**src/rtl/pid_cfg_pkg.sv**
```systemverilog
// rtl/pid_cfg_pkg.sv - shared types and constants for the PID coefficient loader
package pid_cfg_pkg;

   localparam logic [7:0] HDR_BYTE = 8'hA5;
   localparam logic [7:0] SEL_D    = 8'h01;
   localparam logic [7:0] SEL_Q    = 8'h02;
   localparam logic [7:0] SEL_DQ   = 8'h03;

   typedef enum logic [2:0] {
      ST_HUNT  = 3'd0,
      ST_SEL   = 3'd1,
      ST_ADDR  = 3'd2,
      ST_DATA  = 3'd3,
      ST_CSUM  = 3'd4,
      ST_WRITE = 3'd5
   } state_t;

   typedef enum logic [1:0] {
      ERR_NONE    = 2'd0,
      ERR_CSUM    = 2'd1,
      ERR_SEL     = 2'd2,
      ERR_TIMEOUT = 2'd3
   } err_code_t;

   // Number of payload bytes needed to carry a coefficient of the given width
   function automatic int data_bytes(input int width);
      return (width + 7) / 8;
   endfunction

endpackage

```
**src/rtl/cfg_idle_timer.sv**
```systemverilog
// rtl/cfg_idle_timer.sv - idle-cycle counter that flags expiry after LIMIT idle cycles
module cfg_idle_timer #(
   parameter int LIMIT = 1024
)(
   input  logic clk,
   input  logic rstb,
   input  logic i_clr,
   input  logic i_en,
   output logic o_expire
);

   localparam int CW = (LIMIT > 2) ? $clog2(LIMIT) : 1;
   localparam logic [CW-1:0] LAST = CW'(LIMIT - 1);

   logic [CW-1:0] r_cnt;
   logic          w_expire;

   // A clear in the expiry cycle suppresses expiry, so an arriving byte wins
   assign w_expire = i_en && !i_clr && (r_cnt == LAST);
   assign o_expire = w_expire;

   always_ff @(posedge clk or posedge rstb) begin
      if (rstb) begin
         r_cnt <= '0;
      end else if (i_clr || w_expire) begin
         r_cnt <= '0;
      end else if (i_en) begin
         r_cnt <= r_cnt + 1'b1;
      end
   end

endmodule

```
**src/rtl/pid_coef_loader.sv**
```systemverilog
// rtl/pid_coef_loader.sv - parses framed host bytes into PID coefficient register writes
module pid_coef_loader
   import pid_cfg_pkg::*;
#(
   parameter int D_WIDTH  = 19,
   parameter int NUM_COEF = 3,
   parameter int TIMEOUT  = 1024
)(
   input  logic               clk,
   input  logic               rstb,
   input  logic               i_in_valid,
   input  logic [7:0]         i_in_data,
   output logic               o_in_ready,
   output logic               o_pid_d_wen,
   output logic               o_pid_q_wen,
   output logic [D_WIDTH-1:0] o_pid_d_addr,
   output logic [D_WIDTH-1:0] o_pid_q_addr,
   output logic [D_WIDTH-1:0] o_pid_d_data,
   output logic [D_WIDTH-1:0] o_pid_q_data,
   output logic               o_frame_ok,
   output logic               o_frame_err,
   output logic [1:0]         o_err_code,
   output logic [7:0]         o_err_cnt
);

   localparam int DB  = data_bytes(D_WIDTH);
   localparam int BCW = (DB > 2) ? $clog2(DB) : 1;
   localparam logic [BCW-1:0] BCNT_LAST = BCW'(DB - 1);

   state_t             r_state;
   state_t             w_next;
   logic [7:0]         r_sel;
   logic [7:0]         r_addr;
   logic [7:0]         r_csum;
   logic [D_WIDTH-1:0] r_data;
   logic [BCW-1:0]     r_bcnt;

   logic               r_d_wen;
   logic               r_q_wen;
   logic [D_WIDTH-1:0] r_d_addr;
   logic [D_WIDTH-1:0] r_q_addr;
   logic [D_WIDTH-1:0] r_d_data;
   logic [D_WIDTH-1:0] r_q_data;
   logic               r_frame_ok;
   logic               r_frame_err;
   err_code_t          r_err_code;
   logic [7:0]         r_err_cnt;

   logic               w_ready;
   logic               w_accept;
   logic               w_in_frame;
   logic               w_expire;
   logic               w_sel_ok;
   logic               w_addr_ok;
   logic               w_commit;
   logic               w_reject;
   err_code_t          w_rej_code;

   // Ready is gated by reset directly so it reads 0 for the whole reset assertion
   assign w_ready    = !rstb && (r_state != ST_WRITE);
   assign w_accept   = i_in_valid && w_ready;
   assign w_in_frame = (r_state == ST_SEL) || (r_state == ST_ADDR) ||
                       (r_state == ST_DATA) || (r_state == ST_CSUM);
   assign w_sel_ok   = (r_sel == SEL_D) || (r_sel == SEL_Q) || (r_sel == SEL_DQ);
   assign w_addr_ok  = (32'(r_addr) < NUM_COEF);

   cfg_idle_timer #(
      .LIMIT    (TIMEOUT)
   ) u_idle_timer (
      .clk      (clk),
      .rstb     (rstb),
      .i_clr    (w_accept || !w_in_frame),
      .i_en     (w_in_frame),
      .o_expire (w_expire)
   );

   always_ff @(posedge clk or posedge rstb) begin
      if (rstb) begin
         r_state <= ST_HUNT;
      end else begin
         r_state <= w_next;
      end
   end

   always_comb begin
      w_next     = r_state;
      w_commit   = 1'b0;
      w_reject   = 1'b0;
      w_rej_code = ERR_NONE;
      case (r_state)
         ST_HUNT: begin
            if (w_accept && (i_in_data == HDR_BYTE)) w_next = ST_SEL;
         end
         ST_SEL: begin
            if (w_accept) w_next = ST_ADDR;
         end
         ST_ADDR: begin
            if (w_accept) w_next = ST_DATA;
         end
         ST_DATA: begin
            if (w_accept && (r_bcnt == BCNT_LAST)) w_next = ST_CSUM;
         end
         ST_CSUM: begin
            if (w_accept) begin
               if (i_in_data != r_csum) begin
                  w_reject   = 1'b1;
                  w_rej_code = ERR_CSUM;
                  w_next     = ST_HUNT;
               end else if (!w_sel_ok || !w_addr_ok) begin
                  w_reject   = 1'b1;
                  w_rej_code = ERR_SEL;
                  w_next     = ST_HUNT;
               end else begin
                  w_commit   = 1'b1;
                  w_next     = ST_WRITE;
               end
            end
         end
         ST_WRITE: begin
            w_next = ST_HUNT;
         end
         default: begin
            w_next = ST_HUNT;
         end
      endcase
      if (w_expire) begin
         w_reject   = 1'b1;
         w_rej_code = ERR_TIMEOUT;
         w_next     = ST_HUNT;
      end
   end

   always_ff @(posedge clk or posedge rstb) begin
      if (rstb) begin
         r_sel  <= '0;
         r_addr <= '0;
         r_csum <= '0;
         r_data <= '0;
         r_bcnt <= '0;
      end else if (w_accept) begin
         case (r_state)
            ST_SEL: begin
               r_sel  <= i_in_data;
               r_csum <= i_in_data;
            end
            ST_ADDR: begin
               r_addr <= i_in_data;
               r_csum <= r_csum ^ i_in_data;
               r_bcnt <= '0;
            end
            ST_DATA: begin
               // Shifting through a D_WIDTH register drops any excess high bits
               r_data <= D_WIDTH'({r_data, i_in_data});
               r_csum <= r_csum ^ i_in_data;
               r_bcnt <= r_bcnt + 1'b1;
            end
            default: begin
            end
         endcase
      end
   end

   always_ff @(posedge clk or posedge rstb) begin
      if (rstb) begin
         r_d_wen     <= 1'b0;
         r_q_wen     <= 1'b0;
         r_d_addr    <= '0;
         r_q_addr    <= '0;
         r_d_data    <= '0;
         r_q_data    <= '0;
         r_frame_ok  <= 1'b0;
         r_frame_err <= 1'b0;
         r_err_code  <= ERR_NONE;
         r_err_cnt   <= '0;
      end else begin
         r_d_wen     <= w_commit && r_sel[0];
         r_q_wen     <= w_commit && r_sel[1];
         r_frame_ok  <= w_commit;
         r_frame_err <= w_reject;
         if (w_commit && r_sel[0]) begin
            r_d_addr <= D_WIDTH'(r_addr);
            r_d_data <= r_data;
         end
         if (w_commit && r_sel[1]) begin
            r_q_addr <= D_WIDTH'(r_addr);
            r_q_data <= r_data;
         end
         if (w_reject) begin
            r_err_code <= w_rej_code;
            if (r_err_cnt != 8'hFF) r_err_cnt <= r_err_cnt + 8'd1;
         end else if (w_commit) begin
            r_err_code <= ERR_NONE;
         end
      end
   end

   assign o_in_ready   = w_ready;
   assign o_pid_d_wen  = r_d_wen;
   assign o_pid_q_wen  = r_q_wen;
   assign o_pid_d_addr = r_d_addr;
   assign o_pid_q_addr = r_q_addr;
   assign o_pid_d_data = r_d_data;
   assign o_pid_q_data = r_q_data;
   assign o_frame_ok   = r_frame_ok;
   assign o_frame_err  = r_frame_err;
   assign o_err_code   = r_err_code;
   assign o_err_cnt    = r_err_cnt;

endmodule

```
**config.mk**
```make
export PLATFORM = sky130hd
export DESIGN_NAME = pid_coef_loader
export DESIGN_NICKNAME = d
export VERILOG_FILES = /design/src/rtl/pid_cfg_pkg.sv /design/src/rtl/cfg_idle_timer.sv /design/src/rtl/pid_coef_loader.sv
export SDC_FILE = /design/constraint.sdc
export NUM_CORES = 1
export LEC_CHECK = 0
export BUFFER_PORTS_ARGS = -buffer_cell sky130_fd_sc_hd__buf_4
export CAP_MARGIN = 20
export CORE_AREA = 2 2 104 106
export DETAILED_ROUTE_END_ITERATION = 16
export DIE_AREA = 0 0 106 108
export GPL_TIMING_DRIVEN = 0
export HOLD_SLACK_MARGIN = 0.1
export PLACE_DENSITY = 0.74
export SLEW_MARGIN = 10
export SYNTH_ARGS = -nofsm -noshare
export SYNTH_HDL_FRONTEND = slang
export SYNTH_SLANG_ARGS = --single-unit
export TNS_END_PERCENT = 20
```
**constraint.sdc**
```tcl
create_clock -name clk -period 4.98 [get_ports clk]
set_clock_uncertainty 0.15 [all_clocks]
set_input_delay 0 -clock clk [delete_from_list [all_inputs] [get_ports clk]]
set_output_delay 0 -clock clk [all_outputs]
set_load 0.005 [all_outputs]
```
==> flow_summary.json <==
{
  "placement.io_buffers": 79,
  "crit_path_start_kind": "flip-flop",
  "drive_gt1_share_pct": 40.4,
  "hpwl_um": 7240,
  "synth_top_cell_area_share_pct": 57.2,
  "setup-violations-final": 0,
  "cp_slowest_cell": "nor3_1",
  "finalCritPeriodShare_pct": 53.9,
  "end_kind": "flip-flop",
  "pre_cts_ws_ps": 2570,
  "ant_nets": 0,
  "chipWidth_um": 106,
  "grt_pass1_wl_um": 18600,
  "irDropWorstVdd_uv": 219,
  "synthTopCellsByArea": "dfrtp_1 (57%), mux2_2 (11%), mux2_4 (7.1%), buf_4 (3.0%), nor2_1 (1.6%)",
  "synth_top_cell_by_area": "dfrtp_1",
  "rsz0062_at_grt": "no",
  "run_status": "finished clean",
  "final_cell_count_no_fill": 705,
  "drt-total-wl_um": 10900,
  "dp.cells": 659,
  "cp_data_required_time_ps": 5270,
  "max_freq_mhz": 373,
  "antennaDiodeCount": 0,
  "synthTopCellsByCount": "dfrtp_1 (126), mux2_2 (54), mux2_4 (26)",
  "io_pins": 102,
  "power_density_nw_per_um2": 340,
  "worst_pin_slew_ps": 959,
  "final_nets": 570,
  "synth.avg_cell_area_um2": 13.1,
  "core_um2": 10200,
  "ys_seq_area_share_pct": 57.2,
  "path_class": "flip-flop to flip-flop",
  "post_cts_resize_count": 0,
  "finalHoldViolCount": 0,
  "timing.setup.tns_ps": 0,
  "dr.pass1.iters": 6,
  "synth_edf_count": 0,
  "postSynth.asyncResetShare_pct": 100,
  "synth_cells": 422,
  "synth.most_common_cell": "dfrtp_1",
  "cts_root_buffer": "clkbuf_8",
  "drv_slew": 0,
  "grt_max_degree": 65,
  "cts_tree": "yes",
  "clock_latency_ps": 510,
  "drt_iter0_drc": 176,
  "ys_warn_count": 0,
  "cts_sinks": 126,
  "fin_area_um2": 7090,
  "worstPathMaxFanout": 10,
  "ys.flop_type": "dfrtp_1",
  "drt-vias-per-instance": 5.10,
  "worst_slack_ps": 2300,
  "area_delta_synth_final_pct": 28.7,
  "grt-ovfl-total": 0,
  "cpMostUsedCell": "nor2_1",
  "fin_crit_ps": 2680,
  "cts_hold_buffers": 14,
  "row_count": 37,
  "route.detailed.drc": 0,
  "maxCapViolations": 0,
  "initial_core_util_pct": 53.9,
  "antenna_found_initial": 0,
  "clk_pin_slew_worst_paths_ps": 60,
  "path_cells": "clkbuf_1 > nor2_1 > nor3_1 > o22ai_1 > nor2_1 > dlygate4sd3_1",
  "hold_class": "primary input to flip-flop",
  "slowest_delay_ps": 760,
  "p_leak_uw": 0.00372,
  "cts_inserted_buffers": 17,
  "drt-wirelength-per-cell_um": 15.4,
  "gp_congestion": 0.853,
  "worstPathArrival_ps": 2970,
  "h-tree-depth": 4,
  "first_global_vias": 3585,
  "synth_area_um2": 5510,
  "synth_cell_types": 45,
  "fin_hold_ws_ps": 190,
  "postCtsSetupBuffers": 0,
  "die-area_um2": 11400,
  "track_usage_pct": 20.8,
  "synth-seq-cells": 126,
  "placed_area_um2": 6390,
  "cts.path.max_buffers": 2,
  "slew-limit-headroom_pct": 35.6,
  "fp.dieH_um": 108,
  "num_vias": 3595
}
## critical path, delay by kind of cell (launching register included)
family	cells	cell delay [ps]
buffers and inverters	2	870
AOI/OAI and AO/OA	1	210
and+or+nand+nor	3	1060
DFF	1	320
## final cells by class
| type | instances | area, um^2 |
|---|---|---|
| Clock buffer | 17 | 414 |
| Fill cell | 756 | 3140 |
| Multi-Input combinational cell | 273 | 2160 |
| Tap cell | 136 | 170 |
| Sequential cell | 126 | 3150 |
| Timing Repair Buffer | 94 | 761 |
| Buffer | 36 | 249 |
| Clock inverter | 15 | 151 |
| Inverter | 8 | 35.0 |
## cells in the final DEF (no fill, tap or decap), drive strengths merged, types with 5 or more instances in the layout
| cell | count |
|---|---|
| o22ai | 8 |
| nand2b | 5 |
| and2 | 14 |
| dfrtp | 126 |
| buf | 107 |
| clkbuf | 26 |
| nand4 | 6 |
| nor3 | 5 |
| a21oi | 17 |
| nand2 | 23 |
| inv | 17 |
| nand3 | 15 |
| conb | 22 |
| xnor2 | 10 |
| mux2 | 80 |
| xor2 | 8 |
| dlygate4sd3 | 14 |
| nor2 | 24 |
| and3 | 5 |
## power by group
part	internal, uW	switching (uW)	leakage, uW
logic	76.4	88.4	0.00169
clock network	679	490	0.000275
registers	1050	24.8	0.00175
total	1810	603	0.00372
## worst paths after layout
check	startpoint	end	slack [ps]	depth (start not counted)
min	i_in_data[2]	r_addr[2]	190	3
max in group asynchronous	rstb	r_state[0]	3370	5
max reg2reg	r_state[0]	r_csum[1]	2300	6
min reg2reg	o_pid_q_addr[2]	o_pid_q_addr[2]	340	1
min in group asynchronous	rstb	o_err_cnt[6]	600	4
max	r_state[0]	r_csum[1]	2300	6
## per-stage QoR
step                      util [%]  power [uW]
after floorplan                  -        1210
after global placement        62.1        1240
after CTS                     69.3        2430
after global routing          69.3        2510
final                         69.3        2410
after detailed placement      62.4        1250
## sequential cells by signal, indices dropped and copies added, names as in the netlist, 3 cells and up
| name | count |
|---|---|
| o_pid_d_data | 19 |
| o_err_cnt | 8 |
| r_addr | 8 |
| r_sel | 8 |
| o_pid_q_addr | 8 |
| r_csum | 8 |
| r_state | 3 |
| r_data | 19 |
| o_pid_d_addr | 8 |
| u_idle_timer.r_cnt | 10 |
| o_pid_q_data | 19 |
## kinds of logic (layout without fill, tap and decap cells)
group	count (synthesis)	in the layout	synth area share, %
flops	126	126	57.2
simple gates	108	108	11.1
buf+inv	44	170	5.06
other cells	1	22	0.0680
fa+ha+maj	3	3	0.681
mux	81	81	18.3
compound gates	41	41	4.79
xor+xnor	18	18	2.86
## routing by layer
| layer | global-route usage (%) | vias to the layer above | routed length (um) |
|---|---|---|---|
| met5 | 0 | - | 0 |
| met2 | 34.1 | 83 | 5420 |
| li1 | - | 1707 | - |
| met4 | 5.92 | 0 | 113 |
| met1 | 28.5 | 1792 | 4990 |
| met3 | 4.46 | 13 | 341 |
No activity file was read; power rests on OpenSTA's default activity.
